### src/rtl/rsnn_cfg_pkg.sv
// rtl/rsnn_cfg_pkg.sv - shared sizes and loader FSM state type for the RSNN config memory
package rsnn_cfg_pkg;

  localparam int TOTAL_BITS = 312;
  localparam int BYTE_W     = 8;

  typedef enum logic [2:0] {
    IDLE,
    LOAD,
    SHIFT,
    FINISH,
    WAIT_END,
    DONE,
    ERR
  } state_t;

endpackage

### src/rtl/fipo_load_ctrl.sv
// rtl/fipo_load_ctrl.sv - byte-to-serial loader for the RSNN SIPO weight/config memory
module fipo_load_ctrl #(
  parameter int TOTAL_BITS  = rsnn_cfg_pkg::TOTAL_BITS,
  parameter int BYTE_W      = rsnn_cfg_pkg::BYTE_W,
  parameter int END_TIMEOUT = 4
) (
  input  logic              clk,
  input  logic              rst,
  input  logic              start,
  input  logic [BYTE_W-1:0] in_data,
  input  logic              in_valid,
  output logic              in_ready,
  output logic              mem_enable,
  output logic              mem_serial_in,
  input  logic              mem_data_written,
  input  logic              mem_end_writing,
  output logic              busy,
  output logic              cfg_done,
  output logic              error,
  output logic [5:0]        bytes_loaded
);
  import rsnn_cfg_pkg::*;

  localparam int NUM_BYTES = TOTAL_BITS / BYTE_W;
  localparam int BIT_W     = $clog2(BYTE_W);
  localparam int TMO_W     = $clog2(END_TIMEOUT + 1);

  state_t             r_state;
  state_t             w_state_nxt;
  logic [BYTE_W-1:0]  r_shreg;
  logic [BIT_W-1:0]   r_bit_cnt;
  logic [8:0]         r_ack_cnt;
  logic [TMO_W-1:0]   r_tmo_cnt;
  logic [5:0]         r_bytes_loaded;
  logic               r_cfg_done;
  logic               r_error;
  logic               r_mem_enable;
  logic               r_mem_serial_in;
  logic               w_busy;
  logic               w_xfer;
  logic               w_start_go;
  logic               w_last_bit;

  assign w_busy     = (r_state == LOAD) || (r_state == SHIFT) ||
                      (r_state == FINISH) || (r_state == WAIT_END);
  assign w_xfer     = in_valid && (r_state == LOAD);
  assign w_start_go = start && !w_busy;
  assign w_last_bit = (r_bit_cnt == BIT_W'(BYTE_W - 1));

  always_comb begin
    w_state_nxt = r_state;
    case (r_state)
      IDLE, DONE, ERR: if (start) w_state_nxt = LOAD;
      LOAD: begin
        if (mem_end_writing) w_state_nxt = ERR;
        else if (w_xfer)     w_state_nxt = SHIFT;
      end
      SHIFT: begin
        if (mem_end_writing) w_state_nxt = ERR;
        else if (w_last_bit)
          w_state_nxt = (r_bytes_loaded < 6'(NUM_BYTES)) ? LOAD : FINISH;
      end
      FINISH: w_state_nxt = mem_end_writing ? ERR : WAIT_END;
      WAIT_END: begin
        if (mem_end_writing)
          w_state_nxt = (r_ack_cnt == 9'(TOTAL_BITS)) ? DONE : ERR;
        else if (r_tmo_cnt == TMO_W'(END_TIMEOUT - 1))
          w_state_nxt = ERR;
      end
      default: w_state_nxt = IDLE;
    endcase
  end

  // Memory pins are registered from the next state so they line up with SHIFT/FINISH cycles.
  always_ff @(posedge clk or posedge rst) begin
    if (rst) begin
      r_state         <= IDLE;
      r_shreg         <= '0;
      r_bit_cnt       <= '0;
      r_ack_cnt       <= '0;
      r_tmo_cnt       <= '0;
      r_bytes_loaded  <= '0;
      r_cfg_done      <= 1'b0;
      r_error         <= 1'b0;
      r_mem_enable    <= 1'b0;
      r_mem_serial_in <= 1'b0;
    end else begin
      r_state         <= w_state_nxt;
      r_mem_enable    <= (w_state_nxt == SHIFT) || (w_state_nxt == FINISH);
      r_mem_serial_in <= 1'b0;
      if (w_state_nxt == SHIFT)
        r_mem_serial_in <= (r_state == SHIFT) ? r_shreg[1] : in_data[0];

      if (w_xfer) begin
        r_shreg        <= in_data;
        r_bytes_loaded <= r_bytes_loaded + 6'd1;
      end else if (r_state == SHIFT) begin
        r_shreg <= r_shreg >> 1;
      end

      r_bit_cnt <= (r_state == SHIFT) ? r_bit_cnt + 1'b1 : '0;
      r_tmo_cnt <= (r_state == WAIT_END) ? r_tmo_cnt + 1'b1 : '0;

      if (w_start_go) begin
        r_cfg_done     <= 1'b0;
        r_error        <= 1'b0;
        r_bytes_loaded <= '0;
        r_ack_cnt      <= '0;
      end else if (w_busy && mem_data_written && (r_ack_cnt != 9'h1FF)) begin
        r_ack_cnt <= r_ack_cnt + 9'd1;
      end

      if ((r_state == WAIT_END) && (w_state_nxt == DONE)) r_cfg_done <= 1'b1;
      if (w_busy && (w_state_nxt == ERR))                 r_error    <= 1'b1;
    end
  end

  assign in_ready      = (r_state == LOAD);
  assign busy          = w_busy;
  assign mem_enable    = r_mem_enable;
  assign mem_serial_in = r_mem_serial_in;
  assign cfg_done      = r_cfg_done;
  assign error         = r_error;
  assign bytes_loaded  = r_bytes_loaded;

endmodule

### config.mk
export PLATFORM = sky130hd
export DESIGN_NAME = fipo_load_ctrl
export DESIGN_NICKNAME = d
export VERILOG_FILES = /design/src/rtl/rsnn_cfg_pkg.sv /design/src/rtl/fipo_load_ctrl.sv
export SDC_FILE = /design/constraint.sdc
export NUM_CORES = 1
export LEC_CHECK = 0
export BUFFER_PORTS_ARGS = -buffer_cell sky130_fd_sc_hd__buf_2
export CORE_ASPECT_RATIO = 1.25
export CORE_MARGIN = 5
export CORE_UTILIZATION = 45
export CTS_CLUSTER_DIAMETER = 100
export DETAILED_ROUTE_END_ITERATION = 8
export GPL_TIMING_DRIVEN = 0
export HOLD_SLACK_MARGIN = 0.03
export PLACE_DENSITY = 0.68
export SETUP_SLACK_MARGIN = 0.15
export SYNTH_ARGS = -nofsm -noshare
export SYNTH_HDL_FRONTEND = slang
export SYNTH_SLANG_ARGS = --single-unit
### constraint.sdc
create_clock -name clk -period 3.4 [get_ports clk]
set_clock_uncertainty 0.05 [all_clocks]
set_input_delay 0.51 -clock clk [delete_from_list [all_inputs] [get_ports clk]]
set_output_delay 0.51 -clock clk [all_outputs]
set_load 0.02 [all_outputs]
Word-level counts from Yosys, hierarchy flattened
Index checks and enable logic that the tools add are counted.
{"block": "op_classes", "n_lt_le_gt_ge": 1, "addsub": 4, "reduce_logical": 18, "n_mux": 24, "n_eq_ne": 14}
{"cell": "2-to-1 mux 3 bit", "n": 9}
{"cell": "equality test 3 bit (second input constant)", "n": 6}
{"cell": "2-to-1 mux 9 bit", "n": 2}
{"cell": "2-to-1 mux 8 bit", "n": 2}
{"cell": "equality test 3 x 2 -> 1 bit (second input constant)", "n": 5}
{"cell": "case mux 3 bit (5 select lines)", "n": 1}
{"cell": "2-to-1 mux 6 bit", "n": 2}
{"cell": "nonzero test 2 bit", "n": 5}
{"cell": "adder 9 x 1 -> 9 bit (second input constant)", "n": 1}
{"cell": "equality test 9 bit (second input constant)", "n": 1}
{"cell": "!= test 9 bit (second input constant)", "n": 1}
{"cell": "adder 3 x 1 -> 3 bit (second input constant)", "n": 2}
{"cell": "adder 6 x 1 -> 6 bit (second input constant)", "n": 1}
{"cell": "logical AND 1 bit", "n": 6}
{"cell": "less-than comparator 6 bit (second input constant)", "n": 1}
{"cell": "2-to-1 mux 2 bit", "n": 3}
{"cell": "2-to-1 mux 1 bit", "n": 5}
{"cell": "logical OR 1 bit", "n": 4}
{"cell": "equality test 3 x 1 -> 1 bit (second input constant)", "n": 1}
{"cell": "zero test 3 bit", "n": 1}
{"cell": "OR reduction 3 bit", "n": 1}
{"cell": "zero test 1 bit", "n": 1}
{"block": "word_totals", "output_inout_bits": 12, "in_bits": 14, "word_cells": 71, "ff_bits": 36}

Depth between registers and ports, before layout
{"block": "depth", "depth_word": 8, "depth_mapped": 9}

Worst setup path after synthesis
OpenSTA, ideal clock, no wires.
{"block": "synth_timing", "path_kind": "register -> register", "from": "reg r_ack_cnt[0]", "to": "reg r_ack_cnt[6]", "n_path_buf": 0, "required_ps": 3272, "setup_time_ps": 78, "arrival_time_ps": 1675, "setup_slack_ps": 1598, "path_stages_with_launch": 9, "path_cell_list": "dfrtp_1 -> ha_1 -> nand2_1 -> nor2_1 -> ha_1 -> nor2b_1 -> nand4_1 -> or3_1 -> a21oi_1"}
{"block": "synth_via", "elab_chain_len": 3, "elab_cells_between_ends": 6, "classes_between": "add/sub (1); eq/ne (1); mux (2); reduce/logical (2)"}
{"element": "from (decl)", "line_no": "fipo_load_ctrl.sv:32", "rtl": "logic [8:0] r_ack_cnt;"}
{"element": "from (signal assigned)", "line_no": "fipo_load_ctrl.sv:110", "rtl": "r_ack_cnt <= r_ack_cnt + 9'd1;"}
{"element": "adder 9 x 1 -> 9 bit / != test 9 bit (equally long branches)", "line_no": "fipo_load_ctrl.sv:110, fipo_load_ctrl.sv:109"}
{"element": "2-to-1 mux 9 bit / logical AND 1 bit (equally long branches)", "line_no": "fipo_load_ctrl.sv:109", "rtl": "end else if (w_busy && mem_data_written && (r_ack_cnt != 9'h1FF)) begin"}
{"element": "2-to-1 mux 9 bit / nonzero test 2 bit (equally long branches)"}
Parallel ways exist; a longest one is shown, timed or not. The select of a mux whose other input is x is not followed.
A chain may end at the register's enable or synchronous reset.

Final worst setup path
{"block": "layout_timing", "from": "reg r_ack_cnt[3]", "to": "reg r_ack_cnt[7]"}
Same word-level chain as after synthesis.

==> flow_metrics.env <==
export IMPL_path_clk_slew_ns=0.07
export IMPL_die_h_um=81.99
export IMPL_grt_max_degree=36
export IMPL_utilization_pct=52.71
export IMPL_cts_setup_buffers=0
export IMPL_dpl_cell_area_um2=2056
export IMPL_pwr_share_comb_pct=41.8
export IMPL_finalHoldViolCount=0
export IMPL_power_mw=1.548
export IMPL_drtIter0Drc=47
export IMPL_hold_buffers=0
export IMPL_cts_resized=0
export IMPL_ir_drop_uv=372.5
export IMPL_clock_path_buffers=2
export IMPL_power_share_switching_pct=39.36
export IMPL_ant_nets=0
export IMPL_synth_top_area_cell="dfrtp_1"
export IMPL_die_w_um=67.59
export IMPL_async_flop_share_pct=100.0
export IMPL_wl_mm=3.635
export IMPL_grt_pass1_wl_mm=6.520
export IMPL_outcome="finished, final reports clean"
export IMPL_synth_ff_type="dfrtp_1"
export IMPL_first_global_vias=1425
export IMPL_relSlewSlack_pct=52.68
export IMPL_clk_latency_ns=0.29
export IMPL_cp_arrival_ns=2.19
export IMPL_wire_per_inst_um=13.27
export IMPL_avgSynthCellArea_um2=9.976
export IMPL_p_switching_mw=0.6094
export IMPL_h_tree_depth=2
export IMPL_ys_warn_count=0
export IMPL_gr_total_overflow=0
export IMPL_worst_setup_path_type="reg2reg"
export IMPL_setup_violations=0
export IMPL_nNetsFinal=240
export IMPL_ioPinCount=26
export IMPL_antenna_found_initial=0
export IMPL_vias=1416
export IMPL_synthTopCellsByArea="dfrtp_1 47%, ha_1 5.4%, nand2_1 5.0%, nor2_1 4.0%, a22oi_1 2.4%"
export IMPL_drv_cap=0
export IMPL_p_per_area_nw_per_um2=722.4
export IMPL_fin_setup_tns_ns=0
export IMPL_fmax_mhz=493.2
export IMPL_synth_distinct_cells=47
export IMPL_synth_top_cell_area_share_pct=46.95
export IMPL_tritoncts="yes"
export IMPL_drive_gt1_share_pct=22.02
export IMPL_drv_slew=0
export IMPL_synth_seq_cells=35
export IMPL_internal_power_mw=0.9388
export IMPL_seq_power_share_pct=38.8
export IMPL_cts_sinks=35
export IMPL_min_path_type="in2async"
export IMPL_p_leak_nw=1.066
export IMPL_syn_area_um2=1866
export IMPL_cp_start_kind="flip-flop"
export IMPL_avgViaCountPerCell=5.168
export IMPL_antennaDiodeCount=0
export IMPL_tightest_slew_ns=0.7088
export IMPL_port_buffer_count=24
export IMPL_core_area_um2=4066
export IMPL_cp_required_ns=3.56
export IMPL_rsz0062_at_grt="false"
export IMPL_initial_utilization_pct=45.88
export IMPL_synthCells=187
export IMPL_synth_nets=209
export IMPL_post_route_cell_area_um2=2143
export IMPL_rows=26
export IMPL_hpwlAfterDp_mm=2.727
export IMPL_crit_fanout=6
export IMPL_drc=0
export IMPL_numCtsBuffers=5
export IMPL_fin_crit_sh_pct=59.63
export IMPL_synthToLayoutAreaGrowth_pct=14.89
export IMPL_root_buffer="clkbuf_8"
export IMPL_die_area_um2=5541
export IMPL_period_minus_slack_ns=2.027
export IMPL_synth_seq_area_share_pct=46.95
export IMPL_setup_worst_path_end_class="flip-flop"
export IMPL_clockPowerShare_pct=19.4
export IMPL_routabilityCongestion=0.7908
export IMPL_track_usage_pct=15.68
export IMPL_first_pass_iters=4
export IMPL_synth_edf_count=0
==> worst max-delay path, cell delays in order, from the launching register on <==
cell and delay (ns):
dfrtp_1 0.44, nand4_1 0.14, or2_2 0.14, nor2_1 0.05, ha_1 0.16, nor2b_1 0.19
nand4b_1 0.24, or3_1 0.40, a21oi_1 0.15
==> layout make-up <==
class                           count  area [um^2]
Inverter                           10        37.54
Buffer                              9        62.56
Clock inverter                      1        5.005
Sequential cell                    35        875.8
Multi-Input combinational cell    133        889.6
Clock buffer                        6        82.58
Fill cell                         393         1923
Timing Repair Buffer               24        120.1
Tap cell                           56        70.07
==> worst paths after layout <==
path | from | endpoint | slack [ns] | cells after the start
max in group asynchronous | rst | r_shreg[3] | 2.57 | 2
min reg2reg | r_bit_cnt[0] | r_bit_cnt[0] | 0.38 | 1
min | rst | r_tmo_cnt[2] | 0.28 | 2
max reg2reg | r_ack_cnt[3] | r_ack_cnt[7] | 1.37 | 8
max | r_ack_cnt[3] | r_ack_cnt[7] | 1.37 | 8
min in group clk | in_data[7] | r_shreg[7] | 0.38 | 3
==> cells by family (layout without fill, tap and decap cells) <==
| kind of cell | Yosys count | after routing | synth area share (%) |
|---|---|---|---|
| fa+ha+maj | 8 | 8 | 5.366 |
| mux | 3 | 3 | 1.610 |
| xor+xnor | 6 | 6 | 2.817 |
| compound gates | 35 | 35 | 14.62 |
| flops | 35 | 35 | 46.95 |
| buf+inv | 19 | 50 | 5.365 |
| simple gates | 81 | 81 | 23.27 |
==> synth_stat cells (all sizes together), types with 4 or more instances <==
cell type	count
dfrtp	35
nor3b	4
inv	10
a21oi	4
a22oi	6
nand2	25
nand4	5
nor2	21
ha	8
or3	4
xor2	4
o21ai	9
buf	8
==> layer usage <==
metal / vias to the layer above / wire [um] / track usage (%)
met4: 0 / 58 / 5.477
li1: 717 / - / -
met1: 669 / 1640 / 18.45
met5: - / 0 / 0
met2: 23 / 1766 / 26.68
met3: 7 / 169 / 4.788
==> flip-flops by register name, indices dropped and copies added, names as in the netlist <==
name / cells
error: 1
bytes_loaded: 6
r_bit_cnt: 3
r_shreg: 7
r_state: 3
r_ack_cnt: 9
r_tmo_cnt: 3
mem_serial_in: 1
cfg_done: 1
mem_enable: 1
==> power groups by stage <==
stage,registers (mW),clock network (mW),logic (mW)
floorplan,0.615,0,0.479
global placement,0.603,0,0.641
detailed placement,0.608,0,0.653
CTS,0.600,0.311,0.658
global route,0.616,0.335,0.731
finish,0.601,0.301,0.647
==> layout by cell type (no fill, tap or decap), types with 2 or more instances in the layout <==
cell type	synthesis	routed
and3_1	3	3
clkbuf_8	0	6
buf_2	5	29
and2_1	2	2
dfrtp_1	35	35
nor2b_1	3	3
o21ai_0	6	6
inv_1	10	9
nor3b_1	3	3
nand4_1	5	5
xnor2_1	2	2
o211ai_1	3	3
a21oi_1	4	4
xor2_1	4	4
ha_1	8	8
o21ai_1	3	3
nor3_1	2	2
buf_6	3	3
mux2i_1	3	3
a21o_1	2	2
nor2_1	20	20
or3b_1	2	2
a22oi_1	6	6
or3_1	4	4
o31ai_1	2	2
nand2_1	25	25
==> through the flow <==
| stage | hold WS (ns) | setup WS, ns | std cells |
|---|---|---|---|
| after detailed placement | 0.3782 | 1.378 | 267 |
| final | 0.2840 | 1.373 | 274 |
| after global placement | 0.3727 | 1.406 | 267 |
| after global routing | 0.3607 | 1.145 | 274 |
| after CTS | 0.3740 | 1.361 | 274 |
| after floorplan | 0.3599 | 1.598 | 187 |
No activity file was read; power rests on OpenSTA's default activity.
